### src/rtl/bcd_countdown_timer_pkg.sv
// Shared constants and helpers for the three-digit BCD countdown timer.
package bcd_countdown_timer_pkg;
  localparam int unsigned DIGIT_W = 4;
  localparam logic [DIGIT_W-1:0] BCD_MAX    = 4'd9;
  localparam logic [DIGIT_W-1:0] TENS_MAX   = 4'd5;
  localparam logic [DIGIT_W-1:0] ZERO_DIGIT = 4'd0;

  // Keypad codes 10-15 are clamped to 9 before entering the shift chain.
  function automatic logic [DIGIT_W-1:0] sat_digit(input logic [DIGIT_W-1:0] d);
    return (d > BCD_MAX) ? BCD_MAX : d;
  endfunction
endpackage

### src/rtl/bcd_countdown_timer_digit_down.sv
// One BCD down-counting digit with parallel load and borrow chaining.
module bcd_digit_down
  import bcd_countdown_timer_pkg::*;
#(
  parameter logic [DIGIT_W-1:0] WRAP_VAL = BCD_MAX
) (
  input  logic               clk,
  input  logic               clrn,
  input  logic               ld,
  input  logic [DIGIT_W-1:0] ld_val,
  input  logic               dec_in,
  output logic [DIGIT_W-1:0] q,
  output logic               is_zero,
  output logic               borrow_out
);
  assign is_zero    = (q == ZERO_DIGIT);
  assign borrow_out = dec_in && is_zero;

  always_ff @(posedge clk or negedge clrn) begin
    if (!clrn) begin
      q <= ZERO_DIGIT;
    end else if (ld) begin
      q <= ld_val;
    end else if (dec_in) begin
      q <= is_zero ? WRAP_VAL : q - 4'd1;
    end
  end
endmodule

### src/rtl/bcd_countdown_timer.sv
// M:SS BCD countdown timer: serial keypad load, 1 Hz decrement, zero flag.
module bcd_countdown_timer
  import bcd_countdown_timer_pkg::*;
(
  input  logic       clk,
  input  logic       clrn,
  input  logic [0:3] CNT_in,
  input  logic       loadn,
  input  logic       en,
  output logic [3:0] sec_ones,
  output logic [3:0] sec_tens,
  output logic [3:0] mins,
  output logic       zero
);
  logic               ld;
  logic [DIGIT_W-1:0] key_digit;
  logic               count_en;
  logic               ones_borrow;
  logic               tens_borrow;
  logic               unused_mins_borrow;
  logic               ones_zero;
  logic               tens_zero;
  logic               mins_zero;

  assign ld        = !loadn;
  assign key_digit = sat_digit(CNT_in);
  assign zero      = ones_zero && tens_zero && mins_zero;
  // Gating on !zero stops the chain at 0:00, so mins never borrows out of 0.
  assign count_en  = loadn && en && !zero;

  bcd_digit_down #(.WRAP_VAL(BCD_MAX)) u_sec_ones (
    .clk        (clk),
    .clrn       (clrn),
    .ld         (ld),
    .ld_val     (key_digit),
    .dec_in     (count_en),
    .q          (sec_ones),
    .is_zero    (ones_zero),
    .borrow_out (ones_borrow)
  );

  bcd_digit_down #(.WRAP_VAL(TENS_MAX)) u_sec_tens (
    .clk        (clk),
    .clrn       (clrn),
    .ld         (ld),
    .ld_val     (sec_ones),
    .dec_in     (ones_borrow),
    .q          (sec_tens),
    .is_zero    (tens_zero),
    .borrow_out (tens_borrow)
  );

  bcd_digit_down #(.WRAP_VAL(BCD_MAX)) u_mins (
    .clk        (clk),
    .clrn       (clrn),
    .ld         (ld),
    .ld_val     (sec_tens),
    .dec_in     (tens_borrow),
    .q          (mins),
    .is_zero    (mins_zero),
    .borrow_out (unused_mins_borrow)
  );
endmodule

### config.mk
export PLATFORM = sky130hd
export DESIGN_NAME = bcd_countdown_timer
export DESIGN_NICKNAME = d
export VERILOG_FILES = /design/src/rtl/bcd_countdown_timer_pkg.sv /design/src/rtl/bcd_countdown_timer_digit_down.sv /design/src/rtl/bcd_countdown_timer.sv
export SDC_FILE = /design/constraint.sdc
export NUM_CORES = 1
export LEC_CHECK = 0
export BUFFER_PORTS_ARGS = -buffer_cell sky130_fd_sc_hd__clkbuf_2
export CAP_MARGIN = 0
export CORE_AREA = 3 3 42 44
export DETAILED_ROUTE_END_ITERATION = 6
export DIE_AREA = 0 0 45 47
export PLACE_DENSITY_LB_ADDON = 0.1
export SETUP_SLACK_MARGIN = 0.2
export SYNTH_ARGS = -nofsm -noshare
export SYNTH_HDL_FRONTEND = slang
export SYNTH_HIERARCHICAL = 1
export SYNTH_SLANG_ARGS = --single-unit
### constraint.sdc
create_clock -name clk -period 6.1 [get_ports clk]
set_input_delay 1.22 -clock clk [delete_from_list [all_inputs] [get_ports clk]]
set_output_delay 1.22 -clock clk [all_outputs]
set_load 0.02 [all_outputs]
==> flow_metrics.tcl, run 1 <==
set metrics [dict create \
    grt_usage 0.158 \
    p_sw_frac 0.363 \
    critical_path_class "in2reg" \
    vias 616 \
    met2_usage 0.218 \
    antenna_found_initial 0 \
    chipHeight_microns 47 \
    io_pins 21 \
    viasPerCell 5.45 \
    die_x_microns 45 \
    timing.fmax_ghz 0.316 \
    drc_errors 0 \
    first_pass_iters 7 \
    wl_per_cell_microns 12.9 \
    synthCells 75 \
    hp-start "u_sec_tens/q[3]$_DFFE_PN0P_" \
    cts_tree "yes" \
    cpMaxStageDelayCell "nor4_1" \
    hold_viol_final 0 \
    power_switching_w 0.0000770 \
    intPower_w 0.000135 \
    place_hpwl_microns 1060 \
    syn_area_sq_um 708 \
    reg2reg_from "u_sec_ones/q[0]$_DFFE_PN0P_" \
    ant_nets 0 \
    slew_violations 0 \
    tightest_slew_ps 660 \
    crit_arrival_ps 3310 \
    avgSynthCellArea_sq_um 9.44 \
    p_leak_nw 0.354 \
    synth_fp_nets 83 \
    start_kind "input pin" \
    clk_pin_slew_ps 80 \
    routed_wl_microns 1460 \
    clock_skew_ps 3.37 \
    ff2ff_path_depth 10 \
    grt_max_degree 25 \
    syn_to_final_growth_pct 19.6 \
    setup_viol 0 \
    fillers 149 \
    gp_congestion 0.772 \
    crit_family "simple AND/OR/NAND/NOR gates" \
    crit_start "loadn" \
    post-cts-setup-buffers 0 \
    period_minus_slack_ps 3170 \
    slew_headroom 0.556 \
    grt.busiest_layer "met1" \
    peakVddDrop_mv 0.123 \
    clk_latency_ps 280 \
    dp_cells 110 \
    critPathRequiredTime_ps 6240 \
    power_frac_comb 0.251 \
    cp_num_buf_inv 1 \
    r2r_end "u_mins/q[2]$_DFFE_PN0P_" \
    cp_max_fo 4 \
    cts.sinks 12 \
    htree_levels 1 \
    fin_cells 113 \
    endpoint "u_mins/q[2]$_DFFE_PN0P_" \
    core-area_sq_mm 0.00147 \
    hp-class "reg2reg" \
    rsz0062_at_grt "no" \
    powerDensity_mw_per_mm2 250 \
    seqPwrFrac 0.511 \
    grt_pass1_vias 498 \
    drive_above_1_share 0.309 \
    num-nets-final 107 \
    numPortBuffers 20 \
    cap_violations 0 \
    fin_setup_tns_ps 0 \
    cp-end-kind "flip-flop" \
    cts_root_buffer "clkbuf_4" \
    grt_use_met3 0.0230 \
    cts_resized 0 \
    dieArea_sq_mm 0.00212 \
    crit_cells 10 \
    grt.met1_usage 0.243 \
    clk_path_buf_depth 2 \
    start_util 0.481 \
    cp_slowest_stage_delay_ps 520 \
    postCtsHoldBufs 0 \
    num_rows 14 \
    yosysWarnings 6 \
    drt_iter0_drc 16 \
    grt_first_pass_wirelength_microns 2410 \
    period_share 0.519 \
    r2r_slack_ps 3250 \
    numCtsBuffers 3 \
    crit_chain "clkbuf_2 -> nand2_1 -> nor2_2 -> nor4b_2 -> nor2b_1 -> nand2b_1 -> nor4_1 -> nor3b_2 -> mux2i_1 -> o21ai_1" \
    clockPowerShare 0.237 \
    diodes 0 \
    outcome "completed" \
    gr-total-overflow 0 \
]
## placed cells by master, fill, tap and decap left out, drive strengths merged, types with 3 or more instances in the layout
cell type  count
a21oi          6
clkbuf        23
dfrtp         12
nand2         10
nand2b         4
nor2b          6
nor3b          3
nor4           4
o21ai         13
xnor2          6
## per-layer routing
| metal | share of wire | vias to the layer above | wire length (microns) |
|---|---|---|---|
| met3 | 0.046 | 2 | 67 |
| met1 | 0.49 | 287 | 708 |
| met2 | 0.45 | 16 | 653 |
| met5 | 0 | - | 0 |
| met4 | 0.018 | 0 | 26 |
| li1 | - | 311 | - |
## through the flow
stage,util,power (W),cell area (sq um),worst slack [ps],hold slack (ps)
3_5_place_dp,0.560,0.000164,825,2630,606
5_1_grt,0.576,0.000225,847,2690,687
3_3_place_gp,0.560,0.000163,825,2660,596
4_1_cts,0.576,0.000214,847,2910,617
6_report,0.576,0.000212,847,2930,616
2_1_floorplan,-,0.000143,708,3060,662
## sequential cells by signal, indices dropped and copies added (netlist names)
| name | count |
|---|---|
| u_sec_ones/q | 4 |
| u_mins/q | 4 |
| u_sec_tens/q | 4 |
## layout make-up
type,count,area (sq um),area share
flip-flops and latches,12,300,0.355
inverters,1,3.75,0.00443
clock buffers,3,22.5,0.0266
multi-input cells,61,400,0.473
repair buffers,20,100,0.118
well taps,16,20.0,0.0236
## worst min-delay path by stage
stage | cells past startpoint | to | slack (ps)
after floorplan | 2 | u_mins/q[3]$_DFFE_PN0P_ | 660
after global placement | 2 | u_mins/q[3]$_DFFE_PN0P_ | 600
after detailed placement | 2 | u_mins/q[3]$_DFFE_PN0P_ | 610
after CTS | 2 | u_mins/q[3]$_DFFE_PN0P_ | 620
after global routing | 2 | u_mins/q[3]$_DFFE_PN0P_ | 690
final | 2 | u_mins/q[3]$_DFFE_PN0P_ | 620
## power by group through the flow
stage | Sequential [W] | Combinational (W) | Clock [W]
2_1_floorplan | 0.000120 | 0.0000231 | 0
3_3_place_gp | 0.000110 | 0.0000534 | 0
3_5_place_dp | 0.000110 | 0.0000538 | 0
4_1_cts | 0.000109 | 0.0000542 | 0.0000514
5_1_grt | 0.000112 | 0.0000593 | 0.0000535
6_report | 0.000109 | 0.0000533 | 0.0000503
## worst register-to-register path, stage by stage, from the launching register on
cell and delay (ps):
dfrtp_1 480, nor4_1 90, and3_4 180, nor2_2 170, nor4b_2 280, nor2b_1 270
nand2b_1 130, nor4_1 520, nor3b_2 330, mux2i_1 200, o21ai_1 70
No activity file was read; power rests on OpenSTA's default activity.
==> inputs of run 2 (changes only) <==
CORE_AREA = 3 3 43 45   (was 3 3 42 44)
DIE_AREA = 0 0 46 48   (was 0 0 45 47)
clock period = 3.25 ns   (was 6.1 ns; I/O delays follow)
==> run 2 against run 1 <==
Against the previous run:
- power is 99% higher
- core utilization hardly changed
- first-iteration DRC count is 56% lower
- non-clock buffer count stayed put
- cell count is 0.88% higher
- register-to-register slack worse by 2700 ps
- critical path type is now reg2reg
- largest power group unchanged
==> flow_metrics.tcl, run 2 (synthesized netlist as in run 1, its figures left out) <==
set metrics [dict create \
    tightest_slew_ps 628 \
    setup_viol 0 \
    chipHeight_microns 48 \
    hold_viol_final 0 \
    gr-total-overflow 0 \
    placed_cell_area_sq_um 825 \
    syn_to_final_growth_pct 22.4 \
    rsz0062_at_grt "no" \
    cts.sinks 12 \
    clk_latency_ps 260 \
    multi_input_area_sq_um 407 \
    grt_pass1_vias 607 \
    drt_iter0_drc 7 \
    finalInstanceArea_sq_um 867 \
    place_hpwl_microns 1160 \
    crit_arrival_ps 2830 \
    start_kind "flip-flop" \
    dieArea_sq_mm 0.00221 \
    grt_usage 0.163 \
    htree_levels 1 \
    mostFrequentLayoutCell "clkbuf_2" \
    cp-end-kind "flip-flop" \
    wl_per_cell_microns 13.3 \
    drive_above_1_share 0.327 \
    numPortBuffers 20 \
    r2r_end "u_mins/q[2]$_DFFE_PN0P_" \
    clk_pin_slew_ps 70 \
    viasPerCell 5.42 \
    reg2reg_from "u_sec_ones/q[3]$_DFFE_PN0P_" \
    cap_violations 0 \
    cts_tree "yes" \
    top_regs "u_mins/q: 4 flops, u_sec_ones/q: 4 flops, u_sec_tens/q: 4 flops" \
    io_pins 21 \
    first_pass_iters 4 \
    die_x_microns 46 \
    p_leak_nw 0.362 \
    slew_violations 0 \
    ff2ff_path_depth 10 \
    final-seq-area_sq_um 300 \
    diodes 0 \
    critPathRequiredTime_ps 3380 \
    num_rows 14 \
    grt_max_degree 25 \
    gp_congestion 0.802 \
    numCtsBuffers 3 \
    postCtsHoldBufs 0 \
    cts_root_buffer "clkbuf_4" \
    slew_headroom 0.581 \
    fillers 146 \
    grt_first_pass_wirelength_microns 2570 \
    peakVddDrop_mv 0.307 \
    timing.fmax_ghz 0.370 \
    core-area_sq_mm 0.00151 \
    cp_max_fo 7 \
    period_minus_slack_ps 2700 \
    outcome "completed" \
    powerDensity_mw_per_mm2 486 \
    critical_path_class "reg2reg" \
    num-nets-final 107 \
    period_share 0.831 \
    hp-class "in2async" \
    vias 618 \
    ant_nets 0 \
    clock_skew_ps 2.61 \
    clk_path_buf_depth 2 \
    routed_wl_microns 1510 \
    final_cell_mix "clkbuf_2 (20), dfrtp_1 (12), nand2_1 (10)" \
    r2r_slack_ps 550 \
    antenna_found_initial 0 \
    fin_setup_tns_ps 0 \
    drc_errors 0 \
    start_util 0.470 \
]
==> run 2: cell types whose count changed in the layout (fill, tap and decap cells not counted) <==
cell / delta
nor4_1: -1
nor4_2: +1
clkbuf_8: +1
==> run 2: metrics by stage <==
step	power [W]	util	cells	hold slack, ps	setup WS [ps]
2_1_floorplan	0.000268	-	75	354	629
3_3_place_gp	0.000308	0.547	110	555	504
3_5_place_dp	0.000311	0.547	110	555	317
4_1_cts	0.000428	0.571	114	259	350
5_1_grt	0.000453	0.576	114	261	245
6_report	0.000422	0.576	114	252	548
==> run 2: routing by layer <==
metal,up-vias,track usage,wire length (microns),share of wire
met4,0,0.0909,29,0.019
li1,311,-,-,-
met3,4,0.0338,86,0.057
met1,286,0.201,694,0.46
met5,-,0,0,0
met2,17,0.264,700,0.46
==> run 2: report_power, final <==
group	switching, W	internal, W
Sequential	0.0000381	0.000168
Combinational	0.0000580	0.0000426
Clock	0.0000468	0.0000680
Total	0.000143	0.000279
==> run 2: how the worst max path moves through the flow <==
stage               slack (ps)  cells after the start                         from                 endpoint
global placement           500                     10                        loadn  u_mins/q[2]$_DFFE_PN0P_
finish                     550                     10  u_sec_ones/q[3]$_DFFE_PN0P_  u_mins/q[2]$_DFFE_PN0P_
floorplan                  630                     10  u_sec_ones/q[0]$_DFFE_PN0P_  u_mins/q[2]$_DFFE_PN0P_
global route               240                     10  u_sec_ones/q[0]$_DFFE_PN0P_  u_mins/q[2]$_DFFE_PN0P_
CTS                        350                     10  u_sec_ones/q[3]$_DFFE_PN0P_  u_mins/q[2]$_DFFE_PN0P_
detailed placement         320                     10                        loadn  u_mins/q[2]$_DFFE_PN0P_
==> run 2: area by class of cell <==
type / instances / area share
Inverter: 1 / 0.00433
Tap cell: 16 / 0.0231
Clock buffer: 4 / 0.0418
Sequential cell: 12 / 0.346
Timing Repair Buffer: 20 / 0.115
Multi-Input combinational cell: 61 / 0.469
==> run 2: what timing repair did <==
item / CTS / global route
gates resized for setup: 0 / 1
endpoints found under the setup margin: 0 / 3
setup buffers: 0 / 0
==> run 2: worst max-delay path: stages, from the launching register on <==
cell	delay [ps]
dfrtp_1	480
nor4_1	100
and3_4	180
nor2_2	180
nor4b_2	300
nor2b_1	260
nand2b_1	140
nor4_2	310
nor3b_2	300
mux2i_1	240
o21ai_1	80
==> inputs of run 3 (changes only) <==
clock period = 2.7 ns   (was 3.25 ns; I/O delays follow)
==> run 3 against run 2 <==
Against the previous run:
- combinational power rose by 100%
- clock power fell by 9.6%
- design area rose by 17%
- global-route usage fell by 0.40 points
- cell count rose by 13%
- fmax rose by 14%
- highest routed layer unchanged
- sequential share of layout area fell by 5.0 points
- largest cell class unchanged
- non-clock buffer count rose by 16
- setup slack got worse by 210 ps
==> flow_metrics.tcl, run 3 (synthesized netlist as in run 1, its figures left out) <==
set metrics [dict create \
    mostFrequentLayoutCell "clkbuf_2" \
    gr-total-overflow 0 \
    wl_met1_microns 738 \
    final_cell_mix "clkbuf_2 (20), buf_4 (16), dfrtp_1 (11)" \
    syn_to_final_growth_pct 43.8 \
    chipHeight_microns 48 \
    core-area_sq_mm 0.00151 \
    setup_viol 0 \
    clk_pin_slew_ps 70 \
    rsz0062_at_grt "no" \
    drt_iter0_drc 7 \
    die_x_microns 46 \
    cp-end-kind "flip-flop" \
    finalInstanceArea_sq_mm 0.00102 \
    cts.sinks 12 \
    grt_pass1_vias 570 \
    clock_skew_ps 4.81 \
    fin_ws_ps 339 \
    critical_path_class "reg2reg" \
    wl_met3_microns 76 \
    routed_wl_microns 1680 \
    first_pass_iters 2 \
    powerDensity_mw_per_mm2 517 \
    timing.fmax_ghz 0.424 \
    crit_arrival_ps 2490 \
    clk_latency_ps 260 \
    grt_max_degree 25 \
    slew_violations 0 \
    cp_max_fo 5 \
    fillers 128 \
    tightest_slew_ps 626 \
    outcome "completed" \
    gp_congestion 0.858 \
    hp-class "in2async" \
    critPathRequiredTime_ps 2830 \
    cts_tree "yes" \
    postCtsHoldBufs 0 \
    total_power_w 0.000526 \
    num-nets-final 123 \
    viasPerCell 5.09 \
    cap_violations 0 \
    place_hpwl_microns 1230 \
    cts_root_buffer "clkbuf_4" \
    fin_setup_tns_ps 0 \
    placed_cell_area_sq_um 906 \
    crit_start "u_mins/q[3]$_DFFE_PN0P_" \
    hold_viol_final 0 \
    p_leak_nw 0.448 \
    grt_first_pass_wirelength_microns 2420 \
    wl_per_cell_microns 13.1 \
    slew_headroom 0.582 \
    antenna_found_initial 0 \
    numCtsBuffers 3 \
    clk_path_buf_depth 2 \
    io_pins 21 \
    vias 656 \
    dieArea_sq_mm 0.00221 \
    wl_met2_microns 860 \
    drc_errors 0 \
    ant_nets 0 \
    diodes 0 \
    top_regs "u_mins/q: 4 flops, u_sec_ones/q: 4 flops, u_sec_tens/q: 4 flops" \
    start_util 0.470 \
    reg2reg_from "u_mins/q[3]$_DFFE_PN0P_" \
    top_layer "met4" \
    dp_worst_setup_slack_ps 70.0 \
    period_minus_slack_ps 2360 \
    period_share 0.874 \
    peakVddDrop_mv 0.336 \
    drive_above_1_share 0.442 \
    numPortBuffers 20 \
    htree_levels 1 \
    start_kind "flip-flop" \
    grt_usage 0.159 \
    num_rows 14 \
]
==> run 3: changes by cell type in the layout (fill, tap and decap cells not counted), sizes merged <==
cell / delta
clkbuf: -1
buf: +16
==> run 3: what timing repair did <==
item                       CTS  global route
gates resized for setup      5             3
setup endpoints to repair    3             3
gates cloned                 0             0
buffers inserted             0             6
pin swaps                    0             1
==> run 3: final timing paths <==
kind / depth (start not counted) / slack, ps / end
setup / recovery: 10 / 340 / u_mins/q[2]$_DFFE_PN0P_
hold / removal: 1 / 150 / u_mins/q[2]$_DFFE_PN0P_
setup reg to reg: 10 / 340 / u_mins/q[2]$_DFFE_PN0P_
hold reg to reg: 3 / 630 / u_mins/q[0]$_DFFE_PN0P_
max in group asynchronous: 1 / 2300 / u_mins/q[1]$_DFFE_PN0P_
min in group clk: 3 / 540 / u_sec_ones/q[3]$_DFFE_PN0P_
==> run 3: layout make-up <==
cell class | instances | area (sq um) | area share
Clock buffer | 3 | 22.5 | 0.0221
Multi-Input combinational cell | 61 | 450 | 0.442
Tap cell | 16 | 20.0 | 0.0197
Sequential cell | 12 | 302 | 0.296
Inverter | 1 | 3.75 | 0.00369
Timing Repair Buffer | 36 | 220 | 0.216
==> run 3: critical path, cell delays in order, from the launching register on <==
cell	delay, ps
dfrtp_1	410
nor4_1	80
and3_4	190
nor2_4	140
nor4b_4	230
nor2b_4	240
nand2b_4	80
nor4_4	290
nor3b_4	270
mux2i_1	220
o21ai_1	70
==> run 3: layer usage <==
| metal | track usage | up-vias |
|---|---|---|
| met5 | 0 | - |
| met4 | 0.0852 | 0 |
| met3 | 0.0451 | 2 |
| met2 | 0.266 | 13 |
| met1 | 0.182 | 298 |
| li1 | - | 343 |
==> run 3: report_power, final <==
group / internal, W / switching, W / total [W]
combinational: 0.0000874 / 0.000116 / 0.000203
clock: 0.0000515 / 0.0000529 / 0.000104
sequential: 0.000203 / 0.0000158 / 0.000219
==> run 3: per-stage QoR <==
stage               hold WS [ps]  std cells   util
floorplan                    244         75      -
global placement             446        120  0.601
detailed placement           443        120  0.601
CTS                          155        123  0.635
global route                 166        129  0.676
finish                       150        129  0.676
